===== config.mk =====
export PLATFORM = sky130hd
export DESIGN_NAME = alu_input_seq
export DESIGN_NICKNAME = d
export VERILOG_FILES = /design/src/rtl/alu_input_seq.sv
export SDC_FILE = /design/constraint.sdc
export NUM_CORES = 1
export LEC_CHECK = 0
export ABC_AREA = 1
export ABC_CLOCK_PERIOD_IN_PS = 2370
export BUFFER_PORTS_ARGS = -buffer_cell sky130_fd_sc_hd__buf_2
export CAP_MARGIN = 10
export CORE_ASPECT_RATIO = 0.8
export CORE_MARGIN = 5
export CORE_UTILIZATION = 28
export CTS_CLUSTER_SIZE = 30
export DETAILED_ROUTE_END_ITERATION = 16
export GPL_TIMING_DRIVEN = 0
export PLACE_DENSITY_LB_ADDON = 0.15
export SKIP_LAST_GASP = 1
export SLEW_MARGIN = 20
export SYNTH_ARGS = -nofsm -noshare
export SYNTH_HDL_FRONTEND = slang
export SYNTH_SLANG_ARGS = --single-unit

===== constraint.sdc =====
create_clock -name CLK100MHZ -period 2.37 [get_ports CLK100MHZ]
set_input_delay 0.237 -clock CLK100MHZ [delete_from_list [all_inputs] [get_ports CLK100MHZ]]
set_output_delay 0.237 -clock CLK100MHZ [all_outputs]
set_load 0.01 [all_outputs]

===== src/rtl/alu_input_seq.sv =====
// Operand/opcode entry sequencer for the board calculator: steps through N_OPS operand
// entries and one opcode entry, then latches the external ALU result until acknowledged.
module alu_input_seq #(
    parameter int N_OPS = 2,
    parameter int W     = 16,
    parameter int OPW   = 2,
    parameter int CHAIN = 0
) (
    input  logic                 CLK100MHZ,
    input  logic                 rst,
    input  logic                 exe,
    input  logic                 back,
    input  logic                 clr,
    input  logic [W-1:0]         din,
    input  logic [W-1:0]         res_in,
    output logic [N_OPS*W-1:0]   operands,
    output logic [OPW-1:0]       opcode,
    output logic [N_OPS:0]       stage_sel,
    output logic                 disp_rst,
    output logic [3:0]           c_state,
    output logic [W-1:0]         result,
    output logic                 result_valid
);

    localparam int              IW       = (N_OPS > 1) ? $clog2(N_OPS) : 1;
    localparam logic [IW-1:0]   LAST_IDX = IW'(N_OPS - 1);
    localparam logic [31:0]     N_OPS_U  = 32'(N_OPS);
    localparam logic [N_OPS:0]  SEL_ONE  = (N_OPS + 1)'(1);

    typedef enum logic [2:0] {
        S_OPND   = 3'd0,
        S_OPER   = 3'd1,
        S_SETTLE = 3'd2,
        S_RESULT = 3'd3
    } state_t;

    state_t          state_reg, state_next;
    state_t          tgt_reg, tgt_next;
    logic [IW-1:0]   idx_reg, idx_next;
    logic [IW-1:0]   tgt_idx_reg, tgt_idx_next;

    logic            opnd_we;
    logic [IW-1:0]   opnd_wsel;
    logic [W-1:0]    opnd_wdata;
    logic            opcode_we;
    logic            result_we;
    logic            valid_next;

    logic [OPW-1:0]  opcode_reg;
    logic [W-1:0]    result_reg;
    logic            result_valid_reg;

    always_ff @(posedge CLK100MHZ) begin
        if (rst) begin
            state_reg   <= S_OPND;
            idx_reg     <= '0;
            tgt_reg     <= S_OPND;
            tgt_idx_reg <= '0;
        end else begin
            state_reg   <= state_next;
            idx_reg     <= idx_next;
            tgt_reg     <= tgt_next;
            tgt_idx_reg <= tgt_idx_next;
        end
    end

    always_comb begin
        state_next   = state_reg;
        idx_next     = idx_reg;
        tgt_next     = tgt_reg;
        tgt_idx_next = tgt_idx_reg;
        opnd_we      = 1'b0;
        opnd_wsel    = idx_reg;
        opnd_wdata   = din;
        opcode_we    = 1'b0;
        result_we    = 1'b0;
        valid_next   = result_valid_reg;
        stage_sel    = '0;
        disp_rst     = 1'b0;
        c_state      = 4'hE;

        case (state_reg)
            S_OPND: begin
                // An out-of-range operand index is treated like any other illegal encoding
                if (32'(idx_reg) >= N_OPS_U) begin
                    state_next = S_OPND;
                    idx_next   = '0;
                end else begin
                    stage_sel = SEL_ONE << idx_reg;
                    c_state   = 4'(idx_reg);
                    if (exe) begin
                        opnd_we    = 1'b1;
                        state_next = S_SETTLE;
                        if (idx_reg == LAST_IDX) begin
                            tgt_next = S_OPER;
                        end else begin
                            tgt_next     = S_OPND;
                            tgt_idx_next = idx_reg + 1'b1;
                        end
                    end else if (back && idx_reg != '0) begin
                        idx_next = idx_reg - 1'b1;
                    end
                end
            end
            S_OPER: begin
                stage_sel[N_OPS] = 1'b1;
                c_state          = 4'(N_OPS);
                if (exe) begin
                    opcode_we  = 1'b1;
                    state_next = S_SETTLE;
                    tgt_next   = S_RESULT;
                end else if (back) begin
                    state_next = S_OPND;
                    idx_next   = LAST_IDX;
                end
            end
            S_SETTLE: begin
                disp_rst   = 1'b1;
                c_state    = 4'hF;
                state_next = tgt_reg;
                idx_next   = tgt_idx_reg;
                // Operands/opcode have been stable for a full cycle, so res_in is safe to latch
                if (tgt_reg == S_RESULT) begin
                    result_we  = 1'b1;
                    valid_next = 1'b1;
                end
            end
            S_RESULT: begin
                c_state = 4'(N_OPS + 1);
                if (exe) begin
                    valid_next = 1'b0;
                    state_next = S_SETTLE;
                    if (CHAIN != 0) begin
                        opnd_we    = 1'b1;
                        opnd_wsel  = '0;
                        opnd_wdata = result_reg;
                        if (N_OPS == 1) begin
                            tgt_next = S_OPER;
                        end else begin
                            tgt_next     = S_OPND;
                            tgt_idx_next = IW'(1);
                        end
                    end else begin
                        tgt_next     = S_OPND;
                        tgt_idx_next = '0;
                    end
                end else if (back) begin
                    state_next = S_OPER;
                    valid_next = 1'b0;
                end
            end
            default: begin
                state_next = S_OPND;
                idx_next   = '0;
            end
        endcase

        if (clr) begin
            state_next = S_OPND;
            idx_next   = '0;
            valid_next = 1'b0;
            opnd_we    = 1'b0;
            opcode_we  = 1'b0;
            result_we  = 1'b0;
        end
    end

    generate
        for (genvar gi = 0; gi < N_OPS; gi++) begin : g_opnd
            logic [W-1:0] opnd_reg;
            always_ff @(posedge CLK100MHZ) begin
                if (rst) begin
                    opnd_reg <= '0;
                end else if (opnd_we && opnd_wsel == IW'(gi)) begin
                    opnd_reg <= opnd_wdata;
                end
            end
            assign operands[gi*W +: W] = opnd_reg;
        end
    endgenerate

    always_ff @(posedge CLK100MHZ) begin
        if (rst) begin
            opcode_reg       <= '0;
            result_reg       <= '0;
            result_valid_reg <= 1'b0;
        end else begin
            if (opcode_we) begin
                opcode_reg <= din[OPW-1:0];
            end
            if (result_we) begin
                result_reg <= res_in;
            end
            result_valid_reg <= valid_next;
        end
    end

    assign opcode       = opcode_reg;
    assign result       = result_reg;
    assign result_valid = result_valid_reg;

endmodule

==> impl_metrics.csv, run 1 <==
group,metric,value,unit
run_status,status,"completed",
clock_network,holdBufCountCts,0,
route,topRoutingLayerUsed,"met4",
route,met1_length,3480,um
sta,fin_ws,0.692,ns
min_path,hold_depth,3,
route,avgViaCountPerCell,4.11,
route,num_vias,2505,
layout,layout.cells.non_filler,610,
logic_synthesis,avgSynthCellArea,6.79,um2
clock_network,root_buffer,"clkbuf_16",
setup_path,worst-setup-path-type,"flop to primary output",
die,core_area,9080,um2
setup_path,r2r_setup_slack,1.08,ns
sta,tightest_slew,0.500,ns
place,gp_congestion,0.794,
die,die_y,96.4,um
layout,drive_gt1_share,29.9,%
clock_network,cts.sinks,57,
clock_network,postCtsResizedCells,0,
power,leakagePower,2.01,nW
sta,period_needed,1.68,ns
logic_synthesis,ys_types,23,
logic_synthesis,synthCells,385,
die,ios,96,
layout,layout_common_cells,"nor2_1 (101), buf_2 (98), nand2_1 (97), dfxtp_1 (57), inv_1 (55)",
sta,fin_setup_tns,0,ns
setup_path,crit_path_end_kind,"primary output",
power,power.density,769,nW/um2
setup_path,crit_path_start_kind,"flop",
sta,setup_viol,0,
sta,fin_crit_sh,70.8,%
clock_network,clk_latency,0.33,ns
setup_path,reg2reg_from,"state_reg[0]$_SDFFE_PP0P_",
die,start_util,28.8,%
logic_synthesis,syn_nets,422,
sta,slew_violations,0,
layout,layout_commonest_cell,"nor2_1",
die,die-area,11400,um2
sta,finClkSkew,0.00812,ns
logic_synthesis,yosys_warnings,0,
setup_path,crit_path_start,"state_reg[1]$_SDFFE_PP0P_",
logic_synthesis,synthesis.area,2610,um2
clock_network,cts_htree_levels,3,
layout,syn_to_final_growth,37.1,%
clock_network,cts_setup_buffers,0,
route,dr.pass1.iters,4,
die,die_width,118,um
route,drt_wl_total,7250,um
place,numPortBuffers,94,
clock_network,cts_inserted_buffers,9,
layout,final_util,39.5,%
min_path,holdPathEnd,"result[4]$_SDFFE_PP0P_",
setup_path,r2r_cells,8,
route,antenna_left,0,
place,hpwl,5500,um
layout,design_area,3580,um2
global_route,grt_pass1_wl,12000,um
sta,hold_violations,0,
setup_path,r2r_end,"g_opnd[1].opnd_reg[9]$_SDFFE_PP0P_",
global_route,track_usage,13.2,%
place,placedCellCount,594,
logic_synthesis,ys_ff_latch,57,
min_path,worstHoldPathType,"input pin to flop",
die,rows,31,
route,wl_met3,580,um
layout,n_antenna_cell,0,
power,vdd_drop_max,400,uV
global_route,antenna_found_initial,0,
setup_path,path_max_fanout,7,
setup_path,cp.arrival,1.44,ns
power,total_power,2.75,mW
layout,fin_nets,527,
place,place_area,3230,um2
place,place_ws,1.03,ns
logic_synthesis,seq_area_frac_synth,43.7,%
clock_network,clockBufferDepth,2,
route,route.detailed.drc,0,
min_path,min_from,"res_in[4]",
clock_network,cts_tree,"yes",
setup_path,worstPathRequired,2.13,ns
sta,fin_worst_hold_slack,0.134,ns
global_route,grt_overflow_total,0,
route,wl_per_cell,11.9,um
sta,max_clock_freq,0.596,GHz
layout,largest_reg_flops,32,
layout,fillers,1003,
sta,relSlewSlack,66.7,%
global_route,grt_max_degree,11,
route,dr_wl_met2,3110,um
global_route,grt_pass1_vias,2471,
sta,rsz0062_at_grt,"no",
clock_network,clk_pin_slew,0.05,ns
route,drt_iter0_markers,121,
flow_run,cap_violations,0,
[worst max-delay path by stage]
| stage | to | slack [ns] | cells past startpoint |
|---|---|---|---|
| finish | c_state[2] | 0.69 | 5 |
| global route | c_state[2] | 0.62 | 5 |
| CTS | stage_sel[1] | 0.68 | 6 |
| detailed placement | c_state[2] | 1.03 | 5 |
| global placement | c_state[3] | 1.04 | 5 |
| floorplan | c_state[2] | 1.11 | 4 |
[where the power goes]
group          switching, mW  internal (mW)  total [mW]  leakage [nW]
Clock                  0.453           1.09        1.54         0.173
Sequential            0.0132          0.985       0.998         0.463
Combinational          0.132         0.0846       0.217          1.37
[cells in the mapped netlist]
master | n | area share (%)
clkbuf_1 | 2 | 0.29
a21boi_0 | 1 | 0.29
dfxtp_1 | 57 | 44
buf_1 | 1 | 0.14
inv_1 | 55 | 7.9
nor2_8 | 2 | 1.5
nand4_4 | 1 | 0.81
nand2_2 | 1 | 0.24
buf_4 | 7 | 2.0
buf_6 | 6 | 2.6
nand2_1 | 97 | 14
a21oi_1 | 4 | 0.77
nor3_1 | 1 | 0.19
nand2_4 | 2 | 0.86
nor2_4 | 3 | 1.3
buf_2 | 4 | 0.77
inv_2 | 2 | 0.29
nor2_1 | 101 | 15
nand3_1 | 21 | 4.0
nor2_2 | 10 | 2.4
clkinv_1 | 1 | 0.14
o21ai_0 | 5 | 0.96
nand3_2 | 1 | 0.38
[kinds of logic after synthesis]
family	share of synthesized area (%)
and+or+nand+nor	40.2
buffers and inverters	14.1
DFF	43.7
AOI/OAI and AO/OA	2.01
[critical path, stage by stage, from the launching register on]
cell     delay [ns]
dfxtp_1        0.32
buf_6          0.17
inv_1          0.10
nor2_1         0.25
buf_4          0.16
buf_2          0.12
[layout make-up]
class	instances	area (um2)	area share, %
flip-flops and latches	57	1140	31.9
multi-input cells	250	1100	30.8
repair buffers	94	470	13.1
clock buffers	12	256	7.16
inverters	58	218	6.08
plain buffers	20	151	4.23
well taps	115	144	4.02
clock inverters	4	98.8	2.76
[layer usage]
metal,track usage [%],vias up
li1,-,1336
met1,16.6,1089
met2,20.4,72
met3,5.94,8
met4,4.01,0
met5,0,-
Note: power is estimated with default switching activity, not from simulation.
==> inputs of run 2 (changes only) <==
--- a/config.mk
+++ b/config.mk
@@ -6,7 +6,7 @@
 export NUM_CORES = 1
 export LEC_CHECK = 0
 export ABC_AREA = 1
-export ABC_CLOCK_PERIOD_IN_PS = 2370
+export ABC_CLOCK_PERIOD_IN_PS = 1540
 export BUFFER_PORTS_ARGS = -buffer_cell sky130_fd_sc_hd__buf_2
 export CAP_MARGIN = 10
 export CORE_ASPECT_RATIO = 0.8
==> constraint.sdc (replaced) <==
create_clock -name CLK100MHZ -period 1.54 [get_ports CLK100MHZ]
set_input_delay 0.154 -clock CLK100MHZ [delete_from_list [all_inputs] [get_ports CLK100MHZ]]
set_output_delay 0.154 -clock CLK100MHZ [all_outputs]
set_load 0.01 [all_outputs]
==> impl_metrics.csv, run 2 (synthesized netlist as in run 1, its figures left out) <==
group,metric,value,unit
run_status,status,"completed",
layout,layout_common_cells,"nor2_1 (100), buf_2 (98), nand2_1 (97), dfxtp_1 (57), inv_1 (55)",
layout,layout.cells.non_filler,611,
route,dr_wl_met2,3110,um
die,die_width,118,um
layout,fillers,1000,
clock_network,root_buffer,"clkbuf_16",
power,leakagePower,2.01,nW
global_route,track_usage,13.2,%
setup_path,worst-setup-path-type,"flop to primary output",
setup_path,worstPathRequired,1.39,ns
sta,finClkSkew,0.00719,ns
setup_path,crit_top_cell,"buf_6",
global_route,antenna_found_initial,0,
route,antenna_left,0,
power,power.density,1180,nW/um2
clock_network,cts_inserted_buffers,9,
power,total_power,4.24,mW
route,route.detailed.drc,0,
die,start_util,28.8,%
layout,n_antenna_cell,0,
setup_path,crit_path_end_kind,"primary output",
sta,slew_violations,0,
sta,hold_violations,0,
die,core_area,9080,um2
layout,largest_reg_flops,32,
layout,multi_input_area,1110,um2
sta,max_clock_freq,0.659,GHz
setup_path,r2r_setup_slack,0.23,ns
place,gp_congestion,0.794,
sta,fin_worst_hold_slack,0.0512,ns
sta,fin_crit_sh,98.6,%
route,drt_wl_total,7270,um
layout,drive_gt1_share,30.2,%
sta,tightest_slew,0.499,ns
setup_path,path_cells,"buf_6 > inv_2 > nand2_4 > nor2_8 > buf_6 > buf_2",
route,num_vias,2515,
place,numPortBuffers,94,
setup_path,cp.arrival,1.36,ns
route,dr.pass1.iters,4,
flow_run,cap_violations,0,
place,placedCellCount,594,
global_route,grt_max_degree,11,
sta,fin_setup_tns,0,ns
global_route,grt_pass1_vias,2488,
power,vdd_drop_max,615,uV
die,rows,31,
clock_network,clk_pin_slew,0.05,ns
route,topRoutingLayerUsed,"met4",
min_path,worstHoldPathType,"input pin to flop",
layout,register_area,1140,um2
sta,relSlewSlack,66.8,%
die,die_y,96.4,um
clock_network,cts.sinks,57,
die,ios,96,
place,hpwl,5500,um
die,die-area,11400,um2
setup_path,crit_path_start_kind,"flop",
global_route,grt_pass1_wl,12100,um
route,wl_per_cell,11.9,um
clock_network,clockBufferDepth,2,
layout,layout_commonest_cell,"nor2_1",
global_route,grt_overflow_total,0,
route,met1_length,3480,um
layout,final_util,39.7,%
layout,fin_nets,528,
clock_network,cts_tree,"yes",
layout,design_area,3600,um2
route,drt_iter0_markers,93,
sta,period_needed,1.52,ns
sta,fin_ws,0.0215,ns
clock_network,clk_latency,0.32,ns
sta,setup_viol,0,
layout,syn_to_final_growth,37.9,%
place,place_area,3230,um2
setup_path,path_max_fanout,10,
setup_path,critPathMaxStageDelay,0.31,ns
place,place_ws,0.253,ns
clock_network,cts_htree_levels,3,
route,avgViaCountPerCell,4.12,
route,wl_met3,590,um
sta,rsz0062_at_grt,"yes",
min_path,hold_depth,3,
setup_path,slowest_stage,"dfxtp_1",
setup_path,r2r_cells,8,
run 2: cell count changes in the layout (fill, tap and decap cells not counted):
cell	delta
buf_4	+1
nand2_2	-1
nand2_4	+1
nor2_1	-1
nor2_4	+1
run 2: critical path, delay by kind of cell (launching register included):
kind	cells	cell delay (ns)
DFF	1	0.31
buffers and inverters	4	0.52
and+or+nand+nor	2	0.21
run 2: path summary, 6_finish.rpt:
check                                        to                          startpoint
max                                stage_sel[1]           state_reg[0]$_SDFFE_PP0P_
min                      result[4]$_SDFFE_PP0P_                           res_in[4]
max reg2reg             result[12]$_SDFFE_PP0P_           state_reg[0]$_SDFFE_PP0P_
min reg2reg  g_opnd[1].opnd_reg[7]$_SDFFE_PP0P_  g_opnd[1].opnd_reg[7]$_SDFFE_PP0P_
run 2: layer usage:
metal / vias to the layer above / track usage (%)
li1: 1339 / -
met1: 1089 / 16.6
met2: 77 / 20.5
met3: 10 / 5.94
met4: 0 / 4.01
met5: - / 0
run 2: power by group:
| part | internal [mW] | total (mW) | switching [mW] |
|---|---|---|---|
| clock | 1.67 | 2.37 | 0.696 |
| sequential | 1.52 | 1.54 | 0.0205 |
| combinational | 0.132 | 0.336 | 0.205 |
| total | 3.32 | 4.24 | 0.922 |
run 2: cell type report:
type | instances | area share [%]
Buffer | 20 | 4.20
Clock buffer | 12 | 7.12
Clock inverter | 4 | 2.74
Inverter | 58 | 6.04
Multi-Input combinational cell | 250 | 30.9
Sequential cell | 57 | 31.7
Tap cell | 115 | 3.99
Timing Repair Buffer | 95 | 13.3
run 2: timing repair:
item | 4_1_cts | 5_1_grt
cloned | 0 | 0
hold buffers | 0 | 0
pin swaps | 1 | 0
buffers inserted | 1 | 0
setup endpoints to repair | 3 | 3
gates resized for setup | 1 | 2
==> inputs of run 3 (changes only) <==
--- a/config.mk
+++ b/config.mk
@@ -12,10 +12,11 @@
 export CORE_ASPECT_RATIO = 0.8
 export CORE_MARGIN = 5
 export CORE_UTILIZATION = 28
+export CTS_BUF_LIST = sky130_fd_sc_hd__clkbuf_16
 export CTS_CLUSTER_SIZE = 30
 export DETAILED_ROUTE_END_ITERATION = 16
 export GPL_TIMING_DRIVEN = 0
-export PLACE_DENSITY_LB_ADDON = 0.15
+export PLACE_DENSITY = 0.54
 export SKIP_LAST_GASP = 1
 export SLEW_MARGIN = 20
 export SYNTH_ARGS = -nofsm -noshare
==> impl_metrics.csv, run 3 (synthesized netlist as in run 1, its figures left out) <==
group,metric,value,unit
clock_network,clockBufferDepth,2,
clock_network,root_buffer,"clkbuf_16",
route,dr.pass1.iters,4,
setup_path,crit_path_start_kind,"flop",
place,hpwl,5520,um
layout,largest_reg_flops,32,
setup_path,worst-setup-path-type,"flop to primary output",
power,power_frac_seq,42.2,%
clock_network,clk_latency,0.32,ns
power,power.density,1040,nW/um2
power,power_frac_clock,48.5,%
power,leakagePower,1.97,nW
setup_path,slowest_stage,"dfxtp_1",
setup_path,crit_path_end_kind,"primary output",
place,numPortBuffers,94,
die,ios,96,
setup_path,critPathMaxStageDelay,0.30,ns
power,comb_power_share,9.3,%
sta,hold_violations,0,
route,drt_iter0_markers,129,
sta,slew_violations,0,
power,vdd_drop_max,489,uV
place,gp_congestion,0.832,
setup_path,path_max_fanout,10,
layout,multi_input_area,1110,um2
clock_network,cts_htree_levels,3,
clock_network,cts.sinks,57,
layout,design_area,3510,um2
route,route.detailed.drc,0,
setup_path,crit_top_cell,"buf_6",
layout,layout_common_cells,"nor2_1 (100), buf_2 (98), nand2_1 (97), dfxtp_1 (57), inv_1 (56)",
global_route,grt_pass1_vias,2485,
sta,period_needed,1.52,ns
global_route,track_usage,13.2,%
min_path,worstHoldPathType,"input pin to flop",
run_status,status,"completed",
route,drt_wl_total,7310,um
global_route,grt_pass1_wl,12000,um
die,core_area,9080,um2
setup_path,cp.arrival,1.36,ns
setup_path,path_cells,"buf_6 > inv_2 > nand2_4 > nor2_8 > buf_6 > buf_2",
power,swShare,25.3,%
global_route,antenna_found_initial,0,
layout,fillers,1020,
flow_run,cap_violations,0,
sta,max_clock_freq,0.660,GHz
global_route,grt_max_degree,11,
sta,tightest_slew,0.530,ns
die,die_width,118,um
route,num_vias,2544,
layout,register_area,1140,um2
route,avgViaCountPerCell,4.16,
power,total_power,3.64,mW
layout,layout_commonest_cell,"nor2_1",
layout,drive_gt1_share,30.2,%
sta,setup_viol,0,
die,die-area,11400,um2
power,internal_power,2.72,mW
layout,n_antenna_cell,0,
clock_network,cts_tree,"yes",
clock_network,clk_pin_slew,0.05,ns
sta,finClkSkew,0.00400,ns
layout,fin_nets,528,
layout,syn_to_final_growth,34.4,%
global_route,grt_overflow_total,0,
sta,relSlewSlack,64.7,%
sta,rsz0062_at_grt,"yes",
place,place_area,3230,um2
route,antenna_left,0,
route,wl_per_cell,12.0,um
die,rows,31,
die,start_util,28.8,%
power,p_sw,0.920,mW
clock_network,cts_inserted_buffers,9,
setup_path,worstPathRequired,1.39,ns
die,die_y,96.4,um
sta,fin_crit_sh,98.4,%
run 3: changes by cell type in the layout (fill, tap and decap cells not counted):
| cell | delta |
|---|---|
| bufinv_16 | -3 |
| clkbuf_1 | -1 |
| clkbuf_8 | -2 |
| clkinv_2 | +4 |
| clkinv_4 | -1 |
| clkinvlp_4 | +2 |
| inv_1 | +1 |
run 3: metrics by stage:
stage	hold WS [ns]	utilization, %	cells	worst slack [ns]	setup TNS [ns]
detailed placement	0.378	35.6	594	0.278	0
finish	0.0528	38.7	611	0.0247	0
floorplan	0.223	-	385	0.362	0
CTS	0.0428	38.6	611	-0.0144	-0.0144
global route	0.0615	38.7	611	-0.0336	-0.0367
global placement	0.372	35.6	594	0.284	0
run 3: worst max-delay path: cells and delay by family (launching register included):
family | cells | cell delay (ns)
buffers and inverters | 4 | 0.52
DFF | 1 | 0.30
and+or+nand+nor | 2 | 0.22
run 3: layer usage:
layer	track usage (%)	wire, um
met1	16.4	3460
met4	4.11	89
met3	5.94	660
met5	0	0
met2	20.5	3100
run 3: power by group through the flow:
| stage | clock, mW | sequential [mW] | combinational (mW) |
|---|---|---|---|
| after floorplan | 0 | 1.58 | 0.179 |
| after global placement | 0 | 1.57 | 0.334 |
| after detailed placement | 0 | 1.57 | 0.340 |
| after CTS | 1.82 | 1.54 | 0.343 |
| after global routing | 1.88 | 1.54 | 0.385 |
| final | 1.76 | 1.54 | 0.338 |
run 3: cell type report:
type                       count  area share (%)
timing repair buffer          95            13.6
inverter                      58            6.20
buffer                        20            4.31
multi-input combinational    250            31.8
sequential                    57            32.5
clock inverter                 7            1.10
tap                          115            4.10
clock buffer                   9            6.41
run 3: timing repair:
action / in CTS / in global routing
buffers inserted: 1 / 0
setup endpoints to repair: 3 / 3
gates resized for setup: 1 / 2
hold buffers: 0 / 0
pin swaps: 1 / 0
endpoints found under the hold margin: 0 / 0
run 3: final timing paths:
kind         cells after the start                                  to                               start  slack (ns)
max                              6                        stage_sel[1]           state_reg[0]$_SDFFE_PP0P_        0.02
min                              2             tgt_reg[1]$_SDFFE_PP0P_                                 rst        0.05
max reg2reg                      8              result[5]$_SDFFE_PP0P_           state_reg[0]$_SDFFE_PP0P_        0.25
min reg2reg                      2  g_opnd[1].opnd_reg[4]$_SDFFE_PP0P_  g_opnd[1].opnd_reg[4]$_SDFFE_PP0P_        0.46
